**config.mk**
```make
export PLATFORM = sky130hd
export DESIGN_NAME = uart_tx_sched
export DESIGN_NICKNAME = d
export VERILOG_FILES = /design/src/rtl/uart_tx_sched.sv
export SDC_FILE = /design/constraint.sdc
export NUM_CORES = 1
export LEC_CHECK = 0
export BUFFER_PORTS_ARGS = -buffer_cell sky130_fd_sc_hd__buf_2
export CORE_UTILIZATION = 53
export DETAILED_ROUTE_END_ITERATION = 6
export GPL_TIMING_DRIVEN = 0
export PLACE_DENSITY_LB_ADDON = 0.25
export SKIP_LAST_GASP = 1
export SLEW_MARGIN = 10
export SYNTH_ARGS = -nofsm -noshare
export SYNTH_HDL_FRONTEND = slang
export SYNTH_SLANG_ARGS = --single-unit
```
**constraint.sdc**
```tcl
create_clock -name clk -period 2.5 [get_ports clk]
set_input_delay 0.5 -clock clk [delete_from_list [all_inputs] [get_ports clk]]
set_output_delay 0.5 -clock clk [all_outputs]
set_load 0.05 [all_outputs]
```
**src/rtl/uart_tx_sched.sv**
```systemverilog
`timescale 1ns/1ps
// Two-requester round-robin push arbiter feeding a shared TX FIFO, plus the
// send/busy sequencer that drains that FIFO into the UART transmitter core.
module uart_tx_sched #(
  parameter int DEPTH        = 8,
  parameter int BUSY_TIMEOUT = 1024,
  parameter int DATA_W       = 8
) (
  input  logic                   clk,
  input  logic                   rst,
  input  logic                   req0_valid,
  input  logic [DATA_W-1:0]      req0_data,
  output logic                   req0_ready,
  input  logic                   req1_valid,
  input  logic [DATA_W-1:0]      req1_data,
  output logic                   req1_ready,
  input  logic                   uart_tx_busy,
  output logic                   uart_send,
  output logic [DATA_W-1:0]      uart_data,
  output logic [$clog2(DEPTH):0] fifo_count,
  output logic                   fifo_full,
  output logic                   fifo_empty,
  output logic                   idle,
  input  logic                   err_clr,
  output logic                   err_timeout
);

  localparam int PTR_W = $clog2(DEPTH);
  localparam int CNT_W = PTR_W + 1;
  localparam int TMR_W = $clog2(BUSY_TIMEOUT);
  localparam logic [TMR_W-1:0] TMR_LAST = TMR_W'(BUSY_TIMEOUT - 1);

  typedef enum logic [1:0] {
    S_IDLE      = 2'd0,
    S_SEND      = 2'd1,
    S_WAIT_DONE = 2'd2
  } state_t;

  state_t            state;
  state_t            state_nxt;

  logic [DATA_W-1:0] mem [DEPTH];
  logic [PTR_W-1:0]  wr_ptr;
  logic [PTR_W-1:0]  rd_ptr;
  logic [TMR_W-1:0]  timer;

  logic              last_grant;
  logic              grant0;
  logic              grant1;
  logic              acc0;
  logic              acc1;
  logic              push;
  logic [DATA_W-1:0] push_data;

  logic              pop;
  logic              timeout_hit;
  logic              timer_run;

  assign fifo_full  = (fifo_count == CNT_W'(DEPTH));
  assign fifo_empty = (fifo_count == '0);
  assign idle       = fifo_empty && (state == S_IDLE);

  // Arbiter: full comes from the registered count, so a same-cycle pop never
  // opens a slot for a push.
  always_comb begin
    grant0     = req0_valid && (!req1_valid || last_grant);
    grant1     = req1_valid && (!req0_valid || !last_grant);
    req0_ready = grant0 && !fifo_full && !rst;
    req1_ready = grant1 && !fifo_full && !rst;
    acc0       = req0_valid && req0_ready;
    acc1       = req1_valid && req1_ready;
    push       = acc0 || acc1;
    push_data  = acc1 ? req1_data : req0_data;
  end

  // last_grant = 1 means req1 won most recently, which gives req0 first turn.
  always_ff @(posedge clk or posedge rst) begin
    if (rst) begin
      last_grant <= 1'b1;
    end else if (acc0) begin
      last_grant <= 1'b0;
    end else if (acc1) begin
      last_grant <= 1'b1;
    end
  end

  always_ff @(posedge clk) begin
    if (push) begin
      mem[wr_ptr] <= push_data;
    end
  end

  always_ff @(posedge clk or posedge rst) begin
    if (rst) begin
      wr_ptr     <= '0;
      rd_ptr     <= '0;
      fifo_count <= '0;
    end else begin
      if (push) begin
        wr_ptr <= wr_ptr + PTR_W'(1);
      end
      if (pop) begin
        rd_ptr <= rd_ptr + PTR_W'(1);
      end
      case ({push, pop})
        2'b10:   fifo_count <= fifo_count + CNT_W'(1);
        2'b01:   fifo_count <= fifo_count - CNT_W'(1);
        default: fifo_count <= fifo_count;
      endcase
    end
  end

  // uart_send is registered from the next state so it tracks SEND exactly.
  always_ff @(posedge clk or posedge rst) begin
    if (rst) begin
      state     <= S_IDLE;
      uart_send <= 1'b0;
    end else begin
      state     <= state_nxt;
      uart_send <= (state_nxt == S_SEND);
    end
  end

  always_comb begin
    state_nxt = state;
    case (state)
      S_IDLE: begin
        if (!fifo_empty) begin
          state_nxt = S_SEND;
        end
      end
      S_SEND: begin
        if (uart_tx_busy) begin
          state_nxt = S_WAIT_DONE;
        end else if (timer == TMR_LAST) begin
          state_nxt = S_IDLE;
        end
      end
      S_WAIT_DONE: begin
        if (!uart_tx_busy) begin
          state_nxt = S_IDLE;
        end
      end
      default: state_nxt = S_IDLE;
    endcase
  end

  always_comb begin
    pop         = 1'b0;
    timeout_hit = 1'b0;
    timer_run   = 1'b0;
    case (state)
      S_IDLE: begin
        pop = !fifo_empty;
      end
      S_SEND: begin
        timeout_hit = !uart_tx_busy && (timer == TMR_LAST);
        timer_run   = !uart_tx_busy && (timer != TMR_LAST);
      end
      default: begin
        pop = 1'b0;
      end
    endcase
  end

  always_ff @(posedge clk or posedge rst) begin
    if (rst) begin
      timer <= '0;
    end else if (pop) begin
      timer <= '0;
    end else if (timer_run) begin
      timer <= timer + TMR_W'(1);
    end
  end

  always_ff @(posedge clk or posedge rst) begin
    if (rst) begin
      uart_data <= '0;
    end else if (pop) begin
      uart_data <= mem[rd_ptr];
    end
  end

  // A timeout in the same cycle as err_clr must still leave the flag set.
  always_ff @(posedge clk or posedge rst) begin
    if (rst) begin
      err_timeout <= 1'b0;
    end else if (timeout_hit) begin
      err_timeout <= 1'b1;
    end else if (err_clr) begin
      err_timeout <= 1'b0;
    end
  end

endmodule

```
==> results.ini, run 1 <==
[logic_synthesis]
synth_edf_count=64
yosys_warnings=0
synth_area_leader_cell=edfxtp_1
yosysMostFrequentCell=edfxtp_1
synth_flop_cell=edfxtp_1
synth.avg_cell_area_um2=15.64
async_reset_ff_frac=0.3402
syn-num-nets=295
yosysTopAreaCellShare=0.4621
syn_inst=266
yosysSeqAreaShare=0.6610
synth_common_cells=edfxtp_1 (64), dfrtp_1 (32), nand2_1 (26)
synth.distinct_cells=46
synth_area_um2=4159
ys_seq_elements=97
synthTopCellsByArea=edfxtp_1 (46%), dfrtp_1 (19%), mux4_2 (8.7%), mux2i_1 (3.1%), mux2_2 (2.4%)

[sta]
max_freq_mhz=384.2
fin_crit_ns=2.603
final.setup.tns_ns=-0.1030
rsz0062_at_grt=yes
setup_viol=1
timing.final.crit_share=1.041
finalWorstSetupSlack_ns=-0.1030
hold_ws_ns=0.3094
clock_skew_ns=0.008469
hold_violations=0
worstMarginPinSlew_ns=0.8029
relSlewSlack=0.4627
slew_violations=0

[critical_path]
cp_cell_sequence=or4_4 -> inv_6 -> or3_1 -> buf_6 -> inv_4 -> ha_4 -> ha_4 -> a21o_1 -> a21oi_1 -> or4_1 -> nand3_1
crit_top_cell=ha_4
worstSetupPathType=register to register
crit_arrival_ns=2.89
cp-end-kind=register
cp_data_required_time_ns=2.79
worstSetupStartpointType=register
cp_slowest_cell=or4_4
cp_slowest_stage_delay_ns=0.57
crit_path_max_fanout=9

[clock_tree]
postCtsHoldBufs=0
cts_buffers=9
clockRootBuffer=clkbuf_8
insertion_delay_ns=0.35
htreeDepth=3
clk_pin_slew_ns=0.09
cts_buffer_depth=2
cts.sinks=97
tritoncts=done

[routing]
dr.first_iter.drc_count=158
drt-wirelength-per-cell_um=17.16
drc=0
viasPerCell=5.530
num_vias=2378
ant_nets=0
finalWirelength_um=7380
drt-pass1-iter-count=4

[pwr]
p_leak_nw=1.872
power.density_nw_per_um2=1165
ir_worst_vdd_mv=0.4982

[placed_design]
gp_congestion=0.7346
dp.cells=405
port_buffers=40
dp.final_hpwl_um=4961
place_area_um2=4596

[cells_and_area]
antenna_cells=0
n_fill_cell=535
drive_gt1_frac=0.3656
final_cells=430
post-route-util=0.6578
layout.nets=355
area_growth_pct=17.18
finish.instance_area_um2=4873

[run_status]
violations=negative setup slack
status=finished, violations left

[hold_path]
hold_class=input pin to async pin

[floorplanning]
core_um2=7408
num_rows=31
die_width_um=90.59
die_h_um=90.59
dieArea_um2=8206
start_util=0.5614
ios=41

[global_route]
grt_pass1_wl_um=11750
overflow=0
grt_pass1_vias=2286
antenna_found_initial=0
grtUsageTotal=0.1939
grt_max_degree=34

[job]
drv_cap=0

-- logic make-up (layout without fill, tap and decap cells) --
kind of cell,after synthesis,count (layout),synth area share
compound gates,26,26,0.04603
xor+xnor,8,8,0.01685
fa+ha+maj,7,7,0.02286
buf+inv,20,85,0.02076
flops,97,97,0.6610
mux,38,38,0.1423
simple gates,70,70,0.09025
-- critical path: cells and delay by family, from the launching register on --
family                     cells  cell delay [ns]
and+or+nand+nor                4             1.16
DFF                            1             0.42
AOI/OAI and AO/OA              2             0.30
adders and majority gates      2             0.43
buffers and inverters          3             0.23
-- cells in the final DEF (no fill, tap or decap), types with 6 or more instances in the layout --
| cell | instances |
|---|---|
| nor2_1 | 9 |
| nand3_1 | 6 |
| mux2i_1 | 13 |
| buf_4 | 9 |
| buf_2 | 44 |
| mux4_2 | 16 |
| dfrtp_1 | 28 |
| mux2_4 | 8 |
| clkbuf_8 | 9 |
| edfxtp_1 | 64 |
| o21ai_0 | 13 |
| nand2_1 | 26 |
| inv_1 | 6 |
-- power breakdown --
group	total, W	internal [W]	leakage [nW]	switching, W
clock	0.000928	0.000376	0.0850	0.000552
sequential	0.00227	0.00208	0.991	0.000187
combinational	0.00248	0.000977	0.796	0.00150
-- layer usage --
metal / GRT usage / share of wire
met5: 0 / 0
met4: 0.06452 / 0.0062
met3: 0.04714 / 0.047
met2: 0.2955 / 0.49
met1: 0.2759 / 0.46
-- registers in the layout (all words and copies together) (netlist names) --
| signal | cells |
|---|---|
| mem | 64 |
| rd_ptr | 3 |
| uart_send | 1 |
| last_grant | 1 |
| fifo_count | 4 |
| wr_ptr | 3 |
| uart_data | 8 |
| timer | 10 |
| state | 2 |
| err_timeout | 1 |
-- cell type report --
cell class	count	area, um^2	area share
buffer	10	50.05	0.01027
clock buffer	10	127.6	0.02619
clock inverter	6	52.55	0.01078
inverter	10	45.04	0.009243
multi-input combinational	149	1453	0.2981
sequential	97	2754	0.5651
tap	99	123.9	0.02542
timing repair buffer	49	267.8	0.05494
-- path summary, 6_finish.rpt --
kind	startpoint	endpoint	slack, ns	cells after the start
worst max-delay path	fifo_count[1]	fifo_count[3]	-0.10	11
worst min-delay path	rst	wr_ptr[1]	0.31	2
worst max register to register	fifo_count[1]	fifo_count[3]	-0.10	11
worst min register to register	uart_data[3]	uart_data[3]	0.48	2
max in group asynchronous	rst	fifo_count[2]	1.71	2
min in group clk	err_clr	err_timeout	0.33	2
-- repair_timing --
item | in CTS | in global routing
resized for setup | 2 | 4
setup buffers | 2 | 7
endpoints found under the setup margin | 2 | 11
pin swaps | 1 | 2
-- per-stage QoR --
step	setup slack (ns)	power, W
2_1_floorplan	-0.2913	0.004065
3_3_place_gp	-0.1700	0.004540
3_5_place_dp	-0.3339	0.004629
4_1_cts	-0.2375	0.005575
5_1_grt	-0.2104	0.006027
6_report	-0.1030	0.005676
No activity file was read; power rests on OpenSTA's default activity.
==> inputs of run 2 (changes only) <==
--- a/config.mk
+++ b/config.mk
@@ -5,6 +5,7 @@
 export SDC_FILE = /design/constraint.sdc
 export NUM_CORES = 1
 export LEC_CHECK = 0
+export ABC_AREA = 1
 export BUFFER_PORTS_ARGS = -buffer_cell sky130_fd_sc_hd__buf_2
 export CORE_UTILIZATION = 53
 export DETAILED_ROUTE_END_ITERATION = 6
==> results.ini, run 2 <==
[run_status]
status=complete, no violations

[cells_and_area]
area_growth_pct=12.28
antenna_cells=0
top_regs=mem (64), timer (10), uart_data (8)
largest_reg_flops=64
layout_common_cells=nand2_1 (91), nor2_1 (83), edfxtp_1 (64), buf_2 (46), o21ai_0 (37)
n_fill_cell=654
drive_gt1_frac=0.1903
multiInputGateArea_um2=1434
ff_latch_area_um2=2749
post-route-util=0.6271
layout.nets=518
final_cells=596
finish.instance_area_um2=4921
final_common_cell=nand2_1
largest-register=mem

[logic_synthesis]
syn_inst=437
yosysMostFrequentCell=nand2_1
ys_seq_elements=97
synth_compound_area_frac=0.05424
yosysTopAreaCellShare=0.4385
synth_area_leader_cell=edfxtp_1
synth_area_um2=4383
synth_common_cells=nand2_1 (92), nor2_1 (83), edfxtp_1 (64)
synth.distinct_cells=34
synth_edf_count=64
yosysSeqAreaShare=0.6272
muxShareOfSynthArea=0
syn-num-nets=466
synth_fa_ha_area_frac=0.02170
synth_flop_cell=edfxtp_1
synth_top_family_by_area=simple AND/OR/NAND/NOR gates
yosys_warnings=0
synth.avg_cell_area_um2=10.03
synthTopCellsByArea=edfxtp_1 (44%), dfrtp_1 (18%), nand2_1 (7.9%), nor2_1 (7.1%), o21ai_0 (4.2%)
async_reset_ff_frac=0.3402
synth-simple-area-share=0.2358
synthXorXnorAreaFrac=0.01199

[routing]
finalWirelength_um=8534
ant_nets=0
num_vias=3104
dr.first_iter.drc_count=183
viasPerCell=5.208
drc=0
drt-wirelength-per-cell_um=14.32
drt-pass1-iter-count=5

[clock_tree]
cts.sinks=97
insertion_delay_ns=0.35
htreeDepth=3
cts_buffer_depth=2
cts_buffers=9
tritoncts=done
clockRootBuffer=clkbuf_8
clk_pin_slew_ns=0.09

[global_route]
antenna_found_initial=0
grt_max_degree=19
grt_pass1_vias=2989
grtUsageTotal=0.2222
grt_pass1_wl_um=14390
overflow=0

[floorplanning]
die_h_um=92.94
dieArea_um2=8638
ios=41
die_width_um=92.94
num_rows=32
start_util=0.5585
core_um2=7848

[critical_path]
worstSetupPathType=input pin to output port
crit_path_max_fanout=18
rr_worst_depth=12
cp_data_required_time_ns=2.00
worstSetupStartpointType=input pin
crit_arrival_ns=1.80
cp-end-kind=output port

[pwr]
power.density_nw_per_um2=1172
clkPwrFrac=0.167
combPwrFrac=0.446
p_leak_nw=2.122
p_int_w=0.003310
finalPower_w=0.005769
ir_worst_vdd_mv=0.4717
p_sw_frac=0.4262
power.share.sequential=0.387
p_sw_w=0.002459

[placed_design]
gp_congestion=0.7903
place_area_um2=4730
dp.cells=579
dp.final_hpwl_um=6056
port_buffers=40

[sta]
worstMarginPinSlew_ns=0.8051
setup_viol=0
relSlewSlack=0.4613
hold_violations=0
fin_crit_ns=2.297
max_freq_mhz=435.3
timing.final.crit_share=0.9188
clock_skew_ns=0.009080
slew_violations=0
rsz0062_at_grt=no

[hold_path]
hold_class=input pin to async pin

[job]
drv_cap=0

==> run 2: worst paths after layout <==
check                                    from  slack [ns]       endpoint
worst max-delay path                      rst        0.20     req1_ready
worst min-delay path                      rst        0.16       timer[6]
worst max register to register  fifo_count[0]        0.24  fifo_count[3]
worst min register to register       state[0]        0.47       state[1]
max in group asynchronous                 rst        1.83      rd_ptr[0]
min in group clk                      err_clr        0.35    err_timeout
==> run 2: kinds of logic after synthesis <==
group	after synthesis
AO/OA/AOI/OAI	45
XOR/XNOR	6
adder cells (fa/ha/maj)	7
AND/OR/NAND/NOR	235
buffers and inverters	47
flip-flops	97
==> run 2: power by group through the flow <==
stage	clock [W]	combinational, W	sequential, W
global route	0.00107	0.00286	0.00227
floorplan	0	0.00159	0.00261
global placement	0	0.00248	0.00225
CTS	0.000981	0.00258	0.00223
detailed placement	0	0.00256	0.00227
finish	0.000965	0.00257	0.00223
==> run 2: what timing repair did <==
item                       CTS  global route
setup endpoints to repair    3             0
gates resized for setup      0             0
hold buffers                 0             0
setup buffers                0             0
==> run 2: cell type report <==
cell class	count	area share
clock inverter	6	0.01195
tap	102	0.02593
multi-input combinational	293	0.2914
timing repair buffer	40	0.04068
clock buffer	10	0.02593
timing repair inverter	1	0.001017
buffer	14	0.01754
sequential	97	0.5586
inverter	33	0.02695
==> run 2: per-stage QoR <==
step           setup TNS [ns]  worst slack, ns  hold slack (ns)
3_3_place_gp           -8.530          -0.4431           0.4582
5_1_grt                     0          0.01088           0.1751
3_5_place_dp           -12.24          -0.4874           0.4633
4_1_cts                     0           0.1494           0.1590
6_report                    0           0.2030           0.1566
2_1_floorplan               0          0.01647           0.4415
==> run 2: routing by layer <==
layer,GRT usage,up-vias,share of wire
li1,-,1548,-
met1,0.2941,1447,0.45
met2,0.3707,97,0.49
met3,0.03448,12,0.048
met4,0.08205,0,0.016
met5,0,-,0
==> run 2: critical path, stage by stage <==
cell and delay (ns):
buf_2 0.12, clkinvlp_4 0.37, nand3b_1 0.28, buf_4 0.20, inv_2 0.09, buf_2 0.22
